## src/rtl/jump_ctrl.sv

```systemverilog
// Control-transfer sequencer: computes JAL/JALR/branch targets, redirects fetch, holds flush, writes link.
// Optional `MISALIGN_TRAP_EN routes misaligned targets to a trap; otherwise targets are word-aligned.
module jump_ctrl #(
  parameter int FLUSH_CYCLES = 2,
  parameter int XLEN         = 32
) (
  input  logic            clk,
  input  logic            rst,
  input  logic            req_valid,
  output logic            req_ready,
  input  logic [1:0]      req_op,
  input  logic            req_taken,
  input  logic [XLEN-1:0] req_pc,
  input  logic [XLEN-1:0] Immediate,
  input  logic [XLEN-1:0] Rd1,
  output logic            link_valid,
  output logic [XLEN-1:0] link_data,
  output logic            redir_valid,
  input  logic            redir_ready,
  output logic [XLEN-1:0] redir_pc,
  output logic            flush,
  output logic            trap_valid,
  output logic [XLEN-1:0] trap_tval,
  output logic            done
);

  typedef enum logic [1:0] {S_IDLE, S_REDIRECT, S_TRAP, S_FLUSH} state_t;

  localparam logic [1:0] OP_JAL    = 2'b00;
  localparam logic [1:0] OP_JALR   = 2'b01;
  localparam logic [1:0] OP_BRANCH = 2'b10;

  localparam int CW = (FLUSH_CYCLES > 2) ? $clog2(FLUSH_CYCLES) : 1;
  localparam logic [CW-1:0] FLUSH_INIT = CW'((FLUSH_CYCLES > 0) ? FLUSH_CYCLES - 1 : 0);

  state_t          state_q, state_d;
  logic [XLEN-1:0] target_q, target_d;
  logic [XLEN-1:0] link_data_q, link_data_d;
  logic            link_valid_q, link_valid_d;
  logic            done_q, done_d;
  logic [CW-1:0]   cnt_q, cnt_d;

  logic [XLEN-1:0] pc_sum, rs_sum, target_raw, target_new;
  logic            is_link, is_taken, goes_trap;

  // Op 11 falls through as a never-taken branch.
  always_comb begin
    pc_sum     = req_pc + Immediate;
    rs_sum     = Rd1 + Immediate;
    target_raw = (req_op == OP_JALR) ? {rs_sum[XLEN-1:1], 1'b0} : pc_sum;
    is_link    = (req_op == OP_JAL) || (req_op == OP_JALR);
    is_taken   = is_link || ((req_op == OP_BRANCH) && req_taken);
`ifdef MISALIGN_TRAP_EN
    target_new = target_raw;
    goes_trap  = target_raw[1];
`else
    target_new = target_raw & ~XLEN'(3);
    goes_trap  = 1'b0;
`endif
  end

  always_comb begin
    state_d      = state_q;
    target_d     = target_q;
    link_data_d  = link_data_q;
    link_valid_d = 1'b0;
    done_d       = 1'b0;
    cnt_d        = cnt_q;
    case (state_q)
      S_IDLE: begin
        if (req_valid) begin
          target_d    = target_new;
          link_data_d = req_pc + XLEN'(4);
          if (!is_taken) begin
            done_d = 1'b1;
          end else if (goes_trap) begin
            state_d = S_TRAP;
          end else begin
            state_d      = S_REDIRECT;
            link_valid_d = is_link;
          end
        end
      end
      S_REDIRECT: begin
        if (redir_ready) begin
          if (FLUSH_CYCLES == 0) begin
            state_d = S_IDLE;
            done_d  = 1'b1;
          end else begin
            state_d = S_FLUSH;
            cnt_d   = FLUSH_INIT;
          end
        end
      end
      S_TRAP: begin
        if (FLUSH_CYCLES == 0) begin
          state_d = S_IDLE;
          done_d  = 1'b1;
        end else begin
          state_d = S_FLUSH;
          cnt_d   = FLUSH_INIT;
        end
      end
      S_FLUSH: begin
        if (cnt_q == '0) begin
          state_d = S_IDLE;
          done_d  = 1'b1;
        end else begin
          cnt_d = cnt_q - CW'(1);
        end
      end
      default: state_d = S_IDLE;
    endcase
  end

  always_ff @(posedge clk) begin
    if (rst) begin
      state_q      <= S_IDLE;
      target_q     <= '0;
      link_data_q  <= '0;
      link_valid_q <= 1'b0;
      done_q       <= 1'b0;
      cnt_q        <= '0;
    end else begin
      state_q      <= state_d;
      target_q     <= target_d;
      link_data_q  <= link_data_d;
      link_valid_q <= link_valid_d;
      done_q       <= done_d;
      cnt_q        <= cnt_d;
    end
  end

  // Data outputs are gated by their strobes so idle buses read as zero.
  assign req_ready   = (state_q == S_IDLE);
  assign redir_valid = (state_q == S_REDIRECT);
  assign redir_pc    = redir_valid ? target_q : '0;
  assign flush       = (state_q == S_FLUSH);
  assign link_valid  = link_valid_q;
  assign link_data   = link_valid_q ? link_data_q : '0;
  assign done        = done_q;

`ifdef MISALIGN_TRAP_EN
  assign trap_valid = (state_q == S_TRAP);
  assign trap_tval  = trap_valid ? target_q : '0;
`else
  assign trap_valid = 1'b0;
  assign trap_tval  = '0;
`endif

endmodule
```

## config.mk

```make
export PLATFORM = sky130hd
export DESIGN_NAME = jump_ctrl
export DESIGN_NICKNAME = d
export VERILOG_FILES = /design/src/rtl/jump_ctrl.sv
export SDC_FILE = /design/constraint.sdc
export NUM_CORES = 1
export LEC_CHECK = 0
export ABC_AREA = 1
export BUFFER_PORTS_ARGS = -buffer_cell sky130_fd_sc_hd__buf_2
export CAP_MARGIN = 20
export CORE_ASPECT_RATIO = 1.75
export CORE_MARGIN = 10
export CORE_UTILIZATION = 50
export CTS_CLUSTER_SIZE = 30
export DETAILED_ROUTE_END_ITERATION = 8
export GPL_ROUTABILITY_DRIVEN = 0
export PLACE_DENSITY = 0.82
export SYNTH_ARGS = -nofsm -noshare
export SYNTH_HDL_FRONTEND = slang
export SYNTH_SLANG_ARGS = --single-unit
```

## constraint.sdc

```tcl
create_clock -name clk -period 1.61 [get_ports clk]
set_input_delay 0 -clock clk [delete_from_list [all_inputs] [get_ports clk]]
set_output_delay 0 -clock clk [all_outputs]
set_load 0.01 [all_outputs]
```

==> flow_summary_export.csv <==
group,metric,value,unit
die,io_pins,205,
timing,period_share,102,%
logic_synthesis,ys.flop_type,"dfxtp_1",
logic_synthesis,synth_edf_count,0,
clock_network,cts_buffers,9,
placement,pre_cts_ws,-292,ps
worst_setup_path,critPathKind,"register to register",
power,power.density,784,nW/um2
hold_path,hold_path.class,"input port to register",
clock_network,clk_latency,350,ps
clock_network,cts.path.max_buffers,2,
worst_setup_path,reg2reg_to,"link_data_q[19]",
power,p_sw,3.90,mW
global_route,globalRoute.busiestLayer,"met2",
die,core,17600,um2
hold_path,min_from,"redir_ready",
status,status,"finished, violations left",
power,peakVddDrop,0.000604,V
power,internal_power,4.97,mW
timing,fmaxAchievable,609,MHz
logic_synthesis,ys_ff_latch,67,
power,swShare,44.0,%
logic_synthesis,yosys_warnings,0,
detailed_routing,drc,0,
clock_network,clk_pin_slew,50,ps
global_route,grtUsageTotal,26.3,%
detailed_routing,drtIter0Drc,829,
detailed_routing,wl_per_cell,14.6,um
detailed_routing,ant_nets,0,
logic_synthesis,synth_top_cell_area_share,25.2,%
logic_synthesis,async_flop_share,0,%
clock_network,root_buffer,"clkbuf_16",
timing,setup_violations,1,
power,power.total,8.87,mW
die,die_h,197,um
die,fp.dieW,121,um
global_route,grt_max_degree,40,
global_route,grt.met2_usage,47.5,%
timing,final-hold-violation-count,0,
logic_synthesis,ys_types,42,
placement,dp_hpwl,26900,um
power,power_frac_comb,52.8,%
logic_synthesis,synth_top_area_cell,"nand2_1",
power,pwr-share-clk,20.2,%
global_route,grt_pass1_vias,11053,
timing,tightest_slew,762,ps
power,leakage,7.48,nW
worst_setup_path,start_kind,"register",
finish,design_area,11300,um2
status,violations,"negative setup slack",
global_route,grt_overflow,0,
logic_synthesis,seq_area_frac_synth,14.9,%
finish,area_delta_synth_final,25.9,%
timing,drv_slew,0,
clock_network,cts_tree,"yes",
global_route,grt_use_met1,25.8,%
timing,max_slew_margin,49.1,%
finish,layout.cells.most_common,"nand2_1",
logic_synthesis,avgSynthCellArea,5.27,um2
finish,num-nets-final,2161,
finish,drive_above_1_share,18.2,%
detailed_routing,wl,32600,um
global_route,antenna_found_initial,2,
worst_setup_path,timing.rr.start,"state_q[0]",
run,max_cap_violations,0,
global_route,grt_use_met3,3.55,%
worst_setup_path,path_max_fanout,11,
worst_setup_path,endpoint_kind,"register",
die,fp-row-count,64,
clock_network,cts_max_level,3,
placement,numPortBuffers,169,
power,power_frac_seq,27.0,%
logic_synthesis,synth.area.top_cells,"nand2_1 (25%), inv_1 (16%), dfxtp_1 (15%)",
worst_setup_path,r2r_setup_slack,-30,ps
detailed_routing,vias,11188,
timing,layout_setup_ws,-33.3,ps
worst_setup_path,cp_data_required_time,1850,ps
timing,period_needed,1640,ps
placement,place_area,10900,um2
clock_network,clkSinkCount,67,
logic_synthesis,syn_inst,1706,
timing,finClkSkew,2.59,ps
detailed_routing,viasPerCell,5.02,
die,initial_core_util,51.0,%
hold_path,holdPathStages,4,
global_route,grt_pass1_wl,50900,um
logic_synthesis,syn-cell-area,8980,um2
finish,layout_common_cells,"nand2_1 (596), inv_1 (379), buf_2 (169)",
worst_setup_path,crit_arrival,1880,ps
detailed_routing,first_pass_iters,6,
die,die-area,23900,um2
hold_path,holdPathEnd,"cnt_q",
worst_setup_path,rr_worst_depth,8,
==> layer usage <==
| metal | wire, um | vias to the layer above |
|---|---|---|
| li1 | - | 5658 |
| met1 | 11800 | 4928 |
| met2 | 16200 | 450 |
| met3 | 1890 | 152 |
| met4 | 2630 | 0 |
| met5 | 0 | - |
==> worst max-delay path by stage <==
stage | end | startpoint | slack, ps | depth (start not counted)
after floorplan | target_q[15] | state_q[0] | 30 | 9
after detailed placement | target_q[12] | Immediate[7] | -290 | 13
final | link_data_q[19] | state_q[0] | -30 | 8
after global placement | target_q[13] | req_pc[3] | -200 | 13
after CTS | target_q[12] | state_q[1] | 20 | 8
after global routing | link_data_q[19] | state_q[0] | -130 | 8
==> worst max-delay path, cell delays in order (launching register included) <==
cell and delay, ps:
dfxtp_2 340, inv_1 100, ha_1 230, nand2_2 110, inv_4 150, buf_4 210, o21ai_0 130, o21ai_0 210
inv_1 60
==> power by group through the flow <==
stage | combinational [mW] | sequential (mW) | clock (mW)
2_1_floorplan | 2.89 | 2.31 | 0
3_3_place_gp | 4.30 | 2.39 | 0
3_5_place_dp | 4.40 | 2.40 | 0
4_1_cts | 4.47 | 2.38 | 1.79
5_1_grt | 5.23 | 2.43 | 1.84
6_report | 4.68 | 2.39 | 1.80
==> area by class of cell <==
cell class / instances / area (um2)
multi-input combinational: 1223 / 6010
fill: 1715 / 6310
tap: 231 / 289
clock buffer: 13 / 240
antenna: 2 / 5.00
sequential: 67 / 1340
clock inverter: 3 / 15.0
inverter: 383 / 1440
timing repair buffer: 308 / 1970
==> stage by stage <==
step	TNS [ps]	instances	hold WS (ps)	util, %
after detailed placement	-3870	2209	227	62.0
after floorplan	0	1740	79.3	-
after global routing	-141	2230	84.0	64.2
after global placement	-2750	2209	223	62.0
final	-33.3	2230	53.9	64.2
after CTS	0	2227	44.1	63.6
==> sequential cells by signal (all words and copies together), names as in the netlist <==
register	count
link_data_q	32
target_q	30
state_q	2
cnt_q	1
done	1
link_valid	1
==> timing repair <==
item                                    CTS  global route
gates cloned                              0             1
pin swaps                                 0             1
endpoints found under the hold margin     2             0
resized for setup                         3            26
setup buffers                             0             0
hold buffers                              2             0
endpoints found under the setup margin   30            82
==> logic make-up (layout without fill, tap and decap cells) <==
group,count (synthesis),in the layout,synth area share (%)
AOI/OAI and AO/OA,142,142,8.52
xor gates and xnor gates,27,27,2.63
adders and majority gates,66,66,9.19
buffers and inverters,450,707,20.4
DFF,67,67,14.9
other,1,37,0.0417
and+or+nand+nor,953,953,44.3
==> cells in the mapped netlist (all sizes together), types with 11 or more instances <==
library cell and instances:
dfxtp 67, o21ai 49, buf 42, o211ai 11
ha 66, nor3 15, nand2 604, inv 383
nor2 178, nand3 113, nand3b 16, clkbuf 25
a21oi 73, xor2 23
Power figures use the tool's default switching activity.
